### config.mk
export PLATFORM = sky130hd
export DESIGN_NAME = pipeline_hazard_ctrl
export DESIGN_NICKNAME = d
export VERILOG_FILES = /design/src/rtl/pipeline_hazard_ctrl.sv
export SDC_FILE = /design/constraint.sdc
export NUM_CORES = 1
export LEC_CHECK = 0
export ABC_AREA = 0
export CORE_ASPECT_RATIO = 0.7
export CORE_UTILIZATION = 42
export DETAILED_ROUTE_END_ITERATION = 8
export PLACE_DENSITY = 0.84
export REMOVE_ABC_BUFFERS = 1
export SLEW_MARGIN = 20
export SYNTH_ARGS = -nofsm -noshare
export SYNTH_HDL_FRONTEND = slang
export SYNTH_SLANG_ARGS = --single-unit
### constraint.sdc
create_clock -name clk -period 1.8 [get_ports clk]
set_input_delay 0.36 -clock clk [delete_from_list [all_inputs] [get_ports clk]]
set_output_delay 0.36 -clock clk [all_outputs]
set_load 0.01 [all_outputs]
### src/rtl/pipeline_hazard_ctrl.sv
`default_nettype none
//============================================================================
// Module   : pipeline_hazard_ctrl
// Purpose  : Stall/flush sequencer for the 5-stage pipeline. Handles load-use
//            hazards, taken-branch squashing, and the multi-cycle data memory
//            handshake. Drives write-enable, hold, bubble and flush controls
//            for PC, IF/ID, ID/EX, EX/MEM and MEM/WB.
// Revision : 1.0  initial release
//============================================================================
module pipeline_hazard_ctrl #(
   parameter int TIMEOUT = 15,
   parameter int CNT_W   = 4,
   parameter int PERF_W  = 16
) (
   input  logic              clk,
   input  logic              reset,          // asynchronous, active-low
   input  logic              MemReadEX,
   input  logic [4:0]        WriteRegEX,
   input  logic [4:0]        RsID,
   input  logic [4:0]        RtID,
   input  logic              BranchTakenID,
   input  logic              MemReadMEM,
   input  logic              MemWriteMEM,
   input  logic              mem_ready,
   output logic              mem_req,
   output logic              PCWrite,
   output logic              IFIDWrite,
   output logic              IFIDFlush,
   output logic              IDEXHold,
   output logic              IDEXBubble,
   output logic              EXMEMHold,
   output logic              MEMWBBubble,
   output logic              mem_error,
   output logic [PERF_W-1:0] stall_count
);

   typedef enum logic [1:0] {
      IDLE     = 2'd0,
      MEM_WAIT = 2'd1,
      ERROR    = 2'd2
   } state_t;

   localparam logic [CNT_W-1:0] c_timeout = CNT_W'(TIMEOUT);

   state_t              r_state;
   state_t              w_stateNext;
   logic [CNT_W-1:0]    r_waitCnt;
   logic [CNT_W-1:0]    w_waitCntNext;
   logic                r_memError;
   logic                w_memErrorNext;
   logic [PERF_W-1:0]   r_stallCount;

   logic                w_acc;
   logic                w_memStall;
   logic                w_loadUse;

   assign w_acc     = MemReadMEM | MemWriteMEM;
   assign w_loadUse = MemReadEX && (WriteRegEX != 5'd0) &&
                      ((WriteRegEX == RsID) || (WriteRegEX == RtID));

   // State, wait counter, sticky error flag and saturating stall counter
   always_ff @(posedge clk or negedge reset) begin
      if (!reset) begin
         r_state      <= IDLE;
         r_waitCnt    <= '0;
         r_memError   <= 1'b0;
         r_stallCount <= '0;
      end else begin
         r_state    <= w_stateNext;
         r_waitCnt  <= w_waitCntNext;
         r_memError <= w_memErrorNext;
         if (!PCWrite && (r_stallCount != {PERF_W{1'b1}})) begin
            r_stallCount <= r_stallCount + 1'b1;
         end
      end
   end

   // Memory handshake next-state logic and memory-stall detection
   always_comb begin
      w_stateNext    = r_state;
      w_waitCntNext  = r_waitCnt;
      w_memErrorNext = r_memError;
      w_memStall     = 1'b0;
      unique case (r_state)
         IDLE: begin
            if (w_acc && !mem_ready) begin
               w_memStall    = 1'b1;
               w_stateNext   = MEM_WAIT;
               w_waitCntNext = CNT_W'(1);
            end
         end
         MEM_WAIT: begin
            if (mem_ready) begin
               w_stateNext   = IDLE;
               w_waitCntNext = '0;
            end else begin
               w_memStall = 1'b1;
               if (r_waitCnt == c_timeout) begin
                  w_stateNext    = ERROR;
                  w_memErrorNext = 1'b1;
               end else begin
                  w_waitCntNext = r_waitCnt + 1'b1;
               end
            end
         end
         ERROR: begin
            w_memStall = 1'b1;
         end
         default: begin
            w_stateNext = IDLE;
         end
      endcase
   end

   // Pipeline controls by priority: error/mem stall > load-use > branch > normal;
   // everything forced low while reset is asserted
   always_comb begin
      mem_req     = 1'b0;
      PCWrite     = 1'b0;
      IFIDWrite   = 1'b0;
      IFIDFlush   = 1'b0;
      IDEXHold    = 1'b0;
      IDEXBubble  = 1'b0;
      EXMEMHold   = 1'b0;
      MEMWBBubble = 1'b0;
      if (reset) begin
         mem_req = ((r_state == IDLE) && w_acc) || (r_state == MEM_WAIT);
         if (w_memStall) begin
            IDEXHold    = 1'b1;
            EXMEMHold   = 1'b1;
            MEMWBBubble = 1'b1;
         end else if (w_loadUse) begin
            IDEXBubble = 1'b1;
         end else begin
            PCWrite   = 1'b1;
            IFIDWrite = 1'b1;
            IFIDFlush = BranchTakenID;
         end
      end
   end

   assign mem_error   = reset & r_memError;
   assign stall_count = reset ? r_stallCount : '0;

endmodule
`default_nettype wire

[Word level (Yosys, flattened, before mapping)]
Cells that the tools add are included.
Word-level totals
  bits in read-only memories: 0
  memories: 0
  bits in registers: 23
  output and inout port bits: 25
  logic and storage cells: 58
  memory bits (writable): 0
  bits in latches: 0
Cells by class
  add/sub/neg operators: 2
  equal/unequal tests: 9
  reduce and logical (&&, ||, !) cells: 15
  divide/modulo/power cells: 0
  $mul: 0
  mux-type cells: 24
  bitwise gates (word level): 4
  shift-type cells: 0
  order comparisons: 0
Operator list (number)
  $add A16 B1 Y16 const B: 1
  $mux W16: 1
  $ne A16 B16 Y1 const B: 1
  $mux W1: 14
  $mux W4: 3
  $eq A5 B5 Y1: 2
  $reduce_and A3 Y1: 3
  $pmux W4 S2: 1
  $mux W2: 3
  $ne A3 B3 Y1 const B: 2
  $pmux W2 S3: 1
  $logic_and A1 B1 Y1: 5
  $reduce_bool A5 Y1: 1
  $add A4 B1 Y4 const B: 1
  $eq A4 B4 Y1 const B: 1
  $pmux W1 S3: 1
  $eq A2 B1 Y1 const B: 1
  $eq A2 B2 Y1 const B: 1
  $logic_not A1 Y1: 2
  $logic_not A2 Y1: 1
  $logic_or A1 B1 Y1: 2
  $ne A2 B2 Y1 const B: 1
  $not A1 Y1: 2
  $reduce_bool A2 Y1: 1
  other kinds (2): 2

[Depth between registers and ports, before layout]
  depth in word-level cells: 8
  mapped depth: 7

[Least setup slack after synthesis]
OpenSTA, ideal clock, no wires.
  path kind: input -> output
  from: input port WriteRegEX[1]
  to: output port IFIDFlush
  stages on the path: 4
  arrival time: 1595 ps
  data required time: 1440 ps
  path buffers: 0
  path slack: -155 ps
  cell sequence: or4_1 o21a_4 a21oi_4 and2_2
On the way
  word-level cells in the longest chain between the ends: 6
RTL lines
  start: declaration: RTL line 18  | input logic [4:0] WriteRegEX,
  $eq A5 B5 Y1 / $reduce_bool A5 Y1 (equally long branches): RTL line 59, 58
  $logic_or A1 B1 Y1 / $logic_and A1 B1 Y1 (equally long branches): RTL line 59, 58
  $logic_and A1 B1 Y1 *: RTL line 58  | assign w_loadUse = MemReadEX && (WriteRegEX != 5'd0) &&
  $mux W1 *: RTL line 132  | end else if (w_loadUse) begin
  $mux W1 *: RTL line 128  | if (w_memStall) begin
  $mux W1 *: RTL line 126  | if (reset) begin
  end: declaration: RTL line 28  | output logic IFIDFlush,
Mark *: on every way between the ends. The rest lies on a longest branch, timed or not.

[Worst setup path in the final report]
  from: input port WriteRegEX[3]
  to: output port IFIDWrite
On the way
  word-level cells in the longest chain between the ends: 6
RTL lines
  $eq A5 B5 Y1 / $reduce_bool A5 Y1 (equally long branches): RTL line 59, 58
  $logic_or A1 B1 Y1 / $logic_and A1 B1 Y1 (equally long branches): RTL line 59, 58
  $logic_and A1 B1 Y1 *: RTL line 58
  $mux W1 *: RTL line 132
  $mux W1 *: RTL line 128
  $mux W1 *: RTL line 126
  end: declaration: RTL line 27  | output logic IFIDWrite,
Marked as above.

==> flow_summary.ini <==
[outcome]
status = finished with violations
violations = setup timing

[power_and_ir_drop]
seqPwrFrac = 0.333
p_total_mw = 2.16
p_sw_mw = 0.791
combinationalPowerShare = 0.514
intPower_mw = 1.36
power_density_nw_per_um2 = 820
p_leak_nw = 1.24
ir_drop_v = 0.00103
switching_share = 0.367
p_clk_frac = 0.153

[setup_path]
path_class = in -> out
critPathCaptureType = output pin
r2r_setup_slack_ps = -110
worst-path-max-fanout = 3
slowest_stage = or4_4
crit_path_end = IFIDWrite
r2r_cells = 8
rr_startpoint = r_state[0]
crit_start = WriteRegEX[3]
cpMostUsedCell = buf_6
worstPathRequired_ps = 1440
r2r-end = r_stallCount[10]
max_stage_delay_ps = 520
critPathLaunchType = input port
path_cells = buf_6, or4_4, o21a_4, a21oi_4, buf_6, buf_2
worstPathArrival_ps = 1620

[drt]
vias_per_cell = 5.36
wirelength_um = 5130
wl_per_cell_um = 17.0
first_pass_iters = 4
via_count = 1620
drtAntennaViolNets = 0
drc = 0
drt-initial-drc-count = 67

[global_routing]
grt_pass1_wl_um = 6760
grt_start_max_net_pins = 14
grt_overflow = 0
grt.total_usage = 0.240
first_global_vias = 1557
antenna_found_initial = 0

[cts]
clock_latency_ps = 270
cts_hold_buf = 0
cts_root_buf = clkbuf_8
cts_tree = done
clk_path_buf_depth = 2
clk_pin_slew_ps = 90
clock-sinks = 23
htreeDepth = 1
cts_buffers = 3

[timing]
clock_skew_ps = 2.53
worstMarginPinSlew_ps = 552
slew_viol_final = 0
finalCritPeriodShare = 1.10
maxSlewHeadroom = 0.622
rsz0062_at_grt = true
hold_viol = 0
fmax_ghz = 0.506
setup_violations = 13
finalCriticalPeriod_ps = 1980
fin_ws_ps = -177

[floorplanning]
dieArea_sq_um = 3780
dieHeight_um = 51.7
boundaryPins = 47
num_rows = 17
die-width_um = 73.0
start_util = 0.456
core_sq_um = 3250

[place]
portBuffers = 46
gp_congestion = 0.778
placed_area_sq_um = 2270
dpl.hpwl_um = 3030
dp_slack_ps = -961

[cells_and_area]
fin_area_sq_um = 2630
nets = 280
antenna_cells = 0
layout_common_cells = 44 x buf_4, 22 x dfrtp_1, 18 x and2_1
final_common_cell = buf_4
area_delta_synth_final_pct = 77.2
drive_above_1_share = 0.424

[yosys]
syn_avg_cell_area_sq_um = 9.27
yosysWarnings = 0
syn_inst = 160
synth_edf_count = 0
synth_seq_cells = 23
async_flop_share = 1.00
yosys-top-cells-area = dfrtp_1 39%, xnor2_1 7.7%, and2_1 7.6%, xor2_1 6.5%, nand2_1 3.5%
post-synth-top-area-cell = dfrtp_1
synth_ff_type = dfrtp_1
synth_top_area_share = 0.388
synth_cell_type_count = 37
syn-cell-area_sq_um = 1480
synth-seq-area-share = 0.388

[run]
maxCapViolCount = 0

[hold_path]
min_path_type = in -> async
synthesized netlist by cell type, types with 5 or more instances:
cell,instances
and2_1,18
dfrtp_1,23
inv_1,5
nand2_1,14
nand3_1,7
nand4_1,6
nor2_1,11
nor3_1,8
o21ai_0,6
xnor2_1,13
xor2_1,11
cell type report:
class | instances | area (sq um)
multi-input cells | 124 | 1060
inverters | 5 | 18.8
well taps | 47 | 58.8
clock buffers | 3 | 41.3
flip-flops and latches | 23 | 577
clock inverters | 1 | 5.00
repair buffers | 99 | 866
fillers | 200 | 627
power groups by stage:
stage	clock network (mW)	registers (mW)	logic (mW)
6_report	0.329	0.718	1.11
5_1_grt	0.347	0.728	1.19
4_1_cts	0.325	0.702	0.950
3_5_place_dp	0	0.712	0.907
3_3_place_gp	0	0.705	0.881
2_1_floorplan	0	0.744	0.369
how the worst min path moves through the flow:
stage | from | endpoint | slack, ps
2_1_floorplan | reset | r_memError | 60
3_3_place_gp | r_memError | r_memError | 460
3_5_place_dp | r_stallCount[7] | r_stallCount[7] | 480
4_1_cts | reset | r_waitCnt[0] | 90
5_1_grt | reset | r_state[0] | 90
6_report | reset | r_state[0] | 90
state kept, by name (all words and copies together), names as in the netlist:
register and count:
r_memError 1, r_state 2, r_stallCount 16, r_waitCnt 4
layer usage:
layer / vias to the layer above / track usage / share of wire
met5: - / 0 / 0
met4: 0 / 0.0752 / 0.029
met3: 18 / 0.0640 / 0.083
met2: 80 / 0.431 / 0.49
met1: 788 / 0.280 / 0.40
li1: 734 / - / -
what timing repair did:
item | CTS | global route
setup endpoints to repair | 41 | 32
gates resized for setup | 97 | 38
setup buffers | 4 | 5
gates cloned | 1 | 0
pin swaps | 20 | 12
stage by stage:
step	setup TNS, ps	hold slack (ps)	cells	util
global placement	-22140	458	288	0.699
finish	-1070	89.3	302	0.807
floorplan	-673	64.4	152	-
CTS	-725	87.6	297	0.744
global route	-2070	85.3	302	0.807
detailed placement	-23430	475	288	0.699
critical path, delay by kind of cell:
| kind | cells | cell delay (ps) |
|---|---|---|
| AOI/OAI and AO/OA | 2 | 390 |
| and+or+nand+nor | 1 | 520 |
| buffers and inverters | 3 | 350 |
logic make-up (layout without fill, tap and decap cells):
logic type | after synthesis | count (layout) | share of synthesized area
adders and majority gates | 2 | 2 | 0.0169
AOI/OAI and AO/OA | 18 | 18 | 0.106
buffers and inverters | 13 | 108 | 0.0464
xor gates and xnor gates | 24 | 24 | 0.142
DFF | 23 | 23 | 0.388
muxes | 3 | 3 | 0.0228
and+or+nand+nor | 77 | 77 | 0.278
(Power assumes the default switching activity.)
